## src/rtl/tpu_pkg.sv

```systemverilog
// ============================================================================
// Module   : tpu_pkg
// Purpose  : Shared widths and operand-store address map for the TPU datapath.
// Revision : 1.0 - initial release
// ============================================================================
`default_nettype none

package tpu_pkg;

  localparam int DATA_W    = 8;
  localparam int N         = 2;
  localparam int ADDR_W    = 3;
  localparam int NUM_ELEMS = 2 * N * N;
  localparam int FEED_LAST = 5;

  // Row-major placement of A then B in the operand store
  localparam logic [ADDR_W-1:0] A00 = 3'd0;
  localparam logic [ADDR_W-1:0] A01 = 3'd1;
  localparam logic [ADDR_W-1:0] A10 = 3'd2;
  localparam logic [ADDR_W-1:0] A11 = 3'd3;
  localparam logic [ADDR_W-1:0] B00 = 3'd4;
  localparam logic [ADDR_W-1:0] B01 = 3'd5;
  localparam logic [ADDR_W-1:0] B10 = 3'd6;
  localparam logic [ADDR_W-1:0] B11 = 3'd7;

endpackage

`default_nettype wire

```

## src/rtl/operand_regfile.sv

```systemverilog
// ============================================================================
// Module   : operand_regfile
// Purpose  : Eight operand registers with a loaded-mask, one write port and
//            parallel reads of every entry.
// Revision : 1.0 - initial release
// ============================================================================
`default_nettype none

module operand_regfile
  import tpu_pkg::*;
#(
  parameter int DATA_W = tpu_pkg::DATA_W
) (
  input  logic                          clk,
  input  logic                          rst,
  input  logic                          wr_en,
  input  logic [ADDR_W-1:0]             wr_addr,
  input  logic [DATA_W-1:0]             wr_data,
  input  logic                          mask_clr,
  output logic [NUM_ELEMS*DATA_W-1:0]   rd_data,
  output logic [NUM_ELEMS-1:0]          mask
);

  logic [DATA_W-1:0]    r_store [NUM_ELEMS];
  logic [NUM_ELEMS-1:0] r_mask;
  logic [NUM_ELEMS-1:0] w_mask_nxt;

  // Clear applies first so a same-cycle write still marks its own address
  always_comb begin
    w_mask_nxt = mask_clr ? '0 : r_mask;
    if (wr_en) begin
      w_mask_nxt[wr_addr] = 1'b1;
    end
  end

  always_ff @(posedge clk or posedge rst) begin
    if (rst) begin
      for (int i = 0; i < NUM_ELEMS; i++) begin
        r_store[i] <= '0;
      end
      r_mask <= '0;
    end else begin
      if (wr_en) begin
        r_store[wr_addr] <= wr_data;
      end
      r_mask <= w_mask_nxt;
    end
  end

  for (genvar g = 0; g < NUM_ELEMS; g++) begin : g_rd
    assign rd_data[g*DATA_W +: DATA_W] = r_store[g];
  end

  assign mask = r_mask;

endmodule

`default_nettype wire

```

## src/rtl/operand_buffer.sv

```systemverilog
// ============================================================================
// Module   : operand_buffer
// Purpose  : Captures A/B operand bytes from the host and feeds them, skewed,
//            into the left and top edges of the 2x2 systolic MMU.
// Revision : 1.0 - initial release
// ============================================================================
`default_nettype none

module operand_buffer
  import tpu_pkg::*;
#(
  parameter int DATA_W    = tpu_pkg::DATA_W,
  parameter int FEED_LAST = tpu_pkg::FEED_LAST
) (
  input  logic              clk,
  input  logic              rst,
  input  logic              load_en,
  input  logic [2:0]        load_addr,
  input  logic [DATA_W-1:0] load_data,
  input  logic              feed_en,
  input  logic [2:0]        feed_cycle,
  output logic [DATA_W-1:0] a_row0,
  output logic [DATA_W-1:0] a_row1,
  output logic [DATA_W-1:0] b_col0,
  output logic [DATA_W-1:0] b_col1,
  output logic              feed_valid,
  output logic              mats_ready
);

  logic [NUM_ELEMS*DATA_W-1:0] w_rd_flat;
  logic [NUM_ELEMS-1:0]        w_mask;
  logic [DATA_W-1:0]           w_op [NUM_ELEMS];
  logic                        w_clr;
  logic [DATA_W-1:0]           w_a0, w_a1, w_b0, w_b1;

  assign w_clr = feed_en && (feed_cycle == 3'(FEED_LAST));

  operand_regfile #(
    .DATA_W (DATA_W)
  ) u_regfile (
    .clk      (clk),
    .rst      (rst),
    .wr_en    (load_en),
    .wr_addr  (load_addr),
    .wr_data  (load_data),
    .mask_clr (w_clr),
    .rd_data  (w_rd_flat),
    .mask     (w_mask)
  );

  for (genvar g = 0; g < NUM_ELEMS; g++) begin : g_unpack
    assign w_op[g] = w_rd_flat[g*DATA_W +: DATA_W];
  end

  // Diagonal wavefront: row/column i enters the array i steps late
  always_comb begin
    w_a0 = '0;
    w_a1 = '0;
    w_b0 = '0;
    w_b1 = '0;
    if (feed_en) begin
      case (feed_cycle)
        3'd0: begin
          w_a0 = w_op[A00];
          w_b0 = w_op[B00];
        end
        3'd1: begin
          w_a0 = w_op[A01];
          w_a1 = w_op[A10];
          w_b0 = w_op[B10];
          w_b1 = w_op[B01];
        end
        3'd2: begin
          w_a1 = w_op[A11];
          w_b1 = w_op[B11];
        end
        default: begin
        end
      endcase
    end
  end

  always_ff @(posedge clk or posedge rst) begin
    if (rst) begin
      a_row0     <= '0;
      a_row1     <= '0;
      b_col0     <= '0;
      b_col1     <= '0;
      feed_valid <= 1'b0;
      mats_ready <= 1'b0;
    end else begin
      a_row0     <= w_a0;
      a_row1     <= w_a1;
      b_col0     <= w_b0;
      b_col1     <= w_b1;
      feed_valid <= feed_en;
      mats_ready <= &w_mask;
    end
  end

endmodule

`default_nettype wire

```

## config.mk

```make
export PLATFORM = sky130hd
export DESIGN_NAME = operand_buffer
export DESIGN_NICKNAME = d
export VERILOG_FILES = /design/src/rtl/tpu_pkg.sv /design/src/rtl/operand_regfile.sv /design/src/rtl/operand_buffer.sv
export SDC_FILE = /design/constraint.sdc
export NUM_CORES = 1
export LEC_CHECK = 0
export CAP_MARGIN = 20
export CORE_ASPECT_RATIO = 1.75
export CORE_UTILIZATION = 25
export CTS_CLUSTER_DIAMETER = 200
export CTS_CLUSTER_SIZE = 28
export DETAILED_ROUTE_END_ITERATION = 7
export HOLD_SLACK_MARGIN = 0.15
export PLACE_DENSITY = 0.41
export SLEW_MARGIN = 30
export SYNTH_ARGS = -nofsm -noshare
export SYNTH_HDL_FRONTEND = slang
export SYNTH_SLANG_ARGS = --single-unit
```

## constraint.sdc

```tcl
create_clock -name clk -period 4.08 [get_ports clk]
set_input_delay 1.02 -clock clk [delete_from_list [all_inputs] [get_ports clk]]
set_output_delay 1.02 -clock clk [all_outputs]
set_load 0.05 [all_outputs]
```

==> flow_metrics.tcl <==
set metrics [dict create \
    status "complete, but fails checks" \
    violations "DRC" \
    critPathMaxStageDelay_ps 660 \
    slowest_stage "clkdlybuf4s50_1" \
    drive_gt1_share_pct 28.88 \
    setup_viol 0 \
    maxSlewHeadroom_pct 45.12 \
    cts-resized-gates 0 \
    syn_to_final_growth_pct 25.89 \
    crit_family "buffers and inverters" \
    tns_ps 0 \
    reg2reg_from "u_regfile.rd_data[10]" \
    n_antenna_cell 0 \
    grt_pass1_wl_um 14420 \
    die-area_sq_mm 0.01669 \
    skew_ps 7.562 \
    synthDominantCellAreaShare_pct 65.66 \
    cts.sinks 106 \
    p_leak_uw 0.002235 \
    ys_seq_area_share_pct 65.66 \
    hold_depth 1 \
    period_needed_ps 2604 \
    power_frac_comb_pct 14.3 \
    path_cells "clkdlybuf4s50_1 -> nand4_1 -> mux2_2" \
    slew_viol_final 0 \
    synth.area.top_cells "dfrtp_1 (66%), mux2_2 (18%), mux2i_1 (4.0%)" \
    synth_cells 262 \
    die_h_um 170.2 \
    routedWlPerCell_um 17.53 \
    grt_use_total_pct 11.72 \
    power.switching_uw 640.9 \
    drc 5 \
    yosysTopAreaCell "dfrtp_1" \
    end_kind "flip-flop" \
    fin_ws_ps 1476 \
    cp.arrival_ps 2830 \
    post-dp-hpwl_um 5680 \
    timing.fmax_mhz 384.0 \
    drt-pass1-iter-count 6 \
    layout.nets 335 \
    p_sw_share_pct 25.06 \
    cts_hold_buf 0 \
    root_buffer "clkbuf_16" \
    regToRegEndpoint "a_row0[2]" \
    cp-start-kind "input pin" \
    ys_types 19 \
    cts_setup_buffers 0 \
    path_max_fanout 9 \
    hold_violations 0 \
    pin_count 52 \
    fin_hold_ws_ps 486.2 \
    routed_wl_um 8958 \
    tightest_slew_ps 819.7 \
    insertion_delay_ps 340 \
    grt_max_degree 76 \
    hold_class "reg -> reg" \
    overflow 0 \
    dp_cells 495 \
    h-tree-depth 3 \
    avgSynthCellArea_sq_um 15.42 \
    pwr_density_cell_mw_per_mm2 502.9 \
    cts_tree "built" \
    synth_area_sq_mm 0.004040 \
    row_count 61 \
    clkPwrFrac_pct 34.8 \
    drt_iter0_drc 57 \
    via_per_inst 4.528 \
    dp_slack_ps 1112 \
    vias 2314 \
    start_util_pct 25.45 \
    cp.required_ps 4300 \
    core_area_sq_mm 0.01588 \
    hold_path_end "u_regfile.mask[2]" \
    fin_crit_sh_pct 63.83 \
    intPower_uw 1917 \
    yosys_warnings 0 \
    drv_cap 0 \
    peakVddDrop_uv 166.8 \
    portBuffers 51 \
    worstHoldStart "u_regfile.mask[2]" \
    final_common_cell "dfrtp_1" \
    r2r_cells 2 \
    final_cell_mix "dfrtp_1 (106), mux2_2 (64), clkdlybuf4s50_1 (51), nor2_1 (17)" \
    grt_pass1_vias 2445 \
    yosys_register_bits 106 \
    final_cells 511 \
    antenna_found_initial 0 \
    drtAntennaViolNets 0 \
    critPathKind "in -> reg" \
    fp.dieW_um 98.10 \
    grt_setup_unrepaired "false" \
    finalWeightedCongestion 0.6548 \
    seqPwrFrac_pct 50.9 \
    cts_made_buffers 9 \
    ff2ff_setup_slack_ps 3280 \
    synth_nets 280 \
    cts_buffer_depth 2 \
    crit_buf_inv 1 \
    path_clk_slew_ps 70 \
]
[worst max-delay path by stage]
stage | startpoint | to | slack [ps] | depth (start not counted)
2_1_floorplan | rst | a_row0[0] | 270 | 1
3_3_place_gp | load_addr[1] | u_regfile.rd_data[57] | 1140 | 3
3_5_place_dp | load_addr[1] | u_regfile.rd_data[61] | 1110 | 3
4_1_cts | load_addr[1] | u_regfile.rd_data[61] | 1470 | 3
5_1_grt | load_addr[1] | u_regfile.rd_data[59] | 1390 | 3
6_report | load_addr[1] | u_regfile.rd_data[61] | 1480 | 3
[cells in the mapped netlist]
library cell	n
mux2i_1	16
a22o_1	16
nand4_1	3
and4bb_2	1
buf_2	8
o21ai_0	4
buf_6	1
nor2_1	17
nand4b_1	4
clkbuf_1	3
dfrtp_1	106
inv_1	5
or3b_2	1
mux2_2	64
and4b_1	1
nor4bb_1	4
nor4b_4	1
a21o_1	4
buf_4	3
[cell type report]
cell class	count	area, sq um
fill	1597	10790
sequential	106	2653
multi-input combinational	136	1296
timing repair buffer	59	570.5
clock buffer	12	256.5
tap	189	236.5
clock inverter	4	50.05
inverter	5	23.77
[worst register-to-register path, cell delays in order, from the launching register on]
cell and delay, ps:
dfrtp_1 370, mux2i_1 230, nor2_1 70
[flip-flops by register name, indices dropped and copies added (netlist names)]
name	count
feed_valid	1
b_col1	8
mats_ready	1
b_col0	8
a_row1	8
u_regfile.rd_data	64
a_row0	8
u_regfile.mask	8
[cells by family after synthesis]
| logic type | share of synthesized area, % |
|---|---|
| simple gates | 5.265 |
| mux | 21.80 |
| flops | 65.65 |
| compound gates | 4.707 |
| buf+inv | 2.570 |
[power by group through the flow]
stage / Clock [uW] / Combinational [uW] / Sequential (uW)
2_1_floorplan: 0 / 212 / 1360
3_3_place_gp: 0 / 365 / 1320
3_5_place_dp: 0 / 373 / 1320
4_1_cts: 918 / 375 / 1300
5_1_grt: 967 / 396 / 1330
6_report: 891 / 365 / 1300
[layer usage]
| layer | vias to the layer above | routed length, um | GRT usage (%) |
|---|---|---|---|
| met5 | - | 0 | 0 |
| met4 | 0 | 164 | 4.941 |
| met3 | 11 | 293 | 2.834 |
| met2 | 41 | 4509 | 19.20 |
| met1 | 1223 | 3992 | 14.68 |
| li1 | 1039 | - | - |
[through the flow]
stage | power, uW | instance area [sq um] | utilization [%]
final | 2558 | 5086 | 32.04
after floorplan | 1568 | 4040 | -
after CTS | 2596 | 5084 | 32.02
after global routing | 2688 | 5086 | 32.04
after detailed placement | 1697 | 4777 | 30.09
after global placement | 1681 | 4777 | 30.09
(Power assumes the default switching activity.)
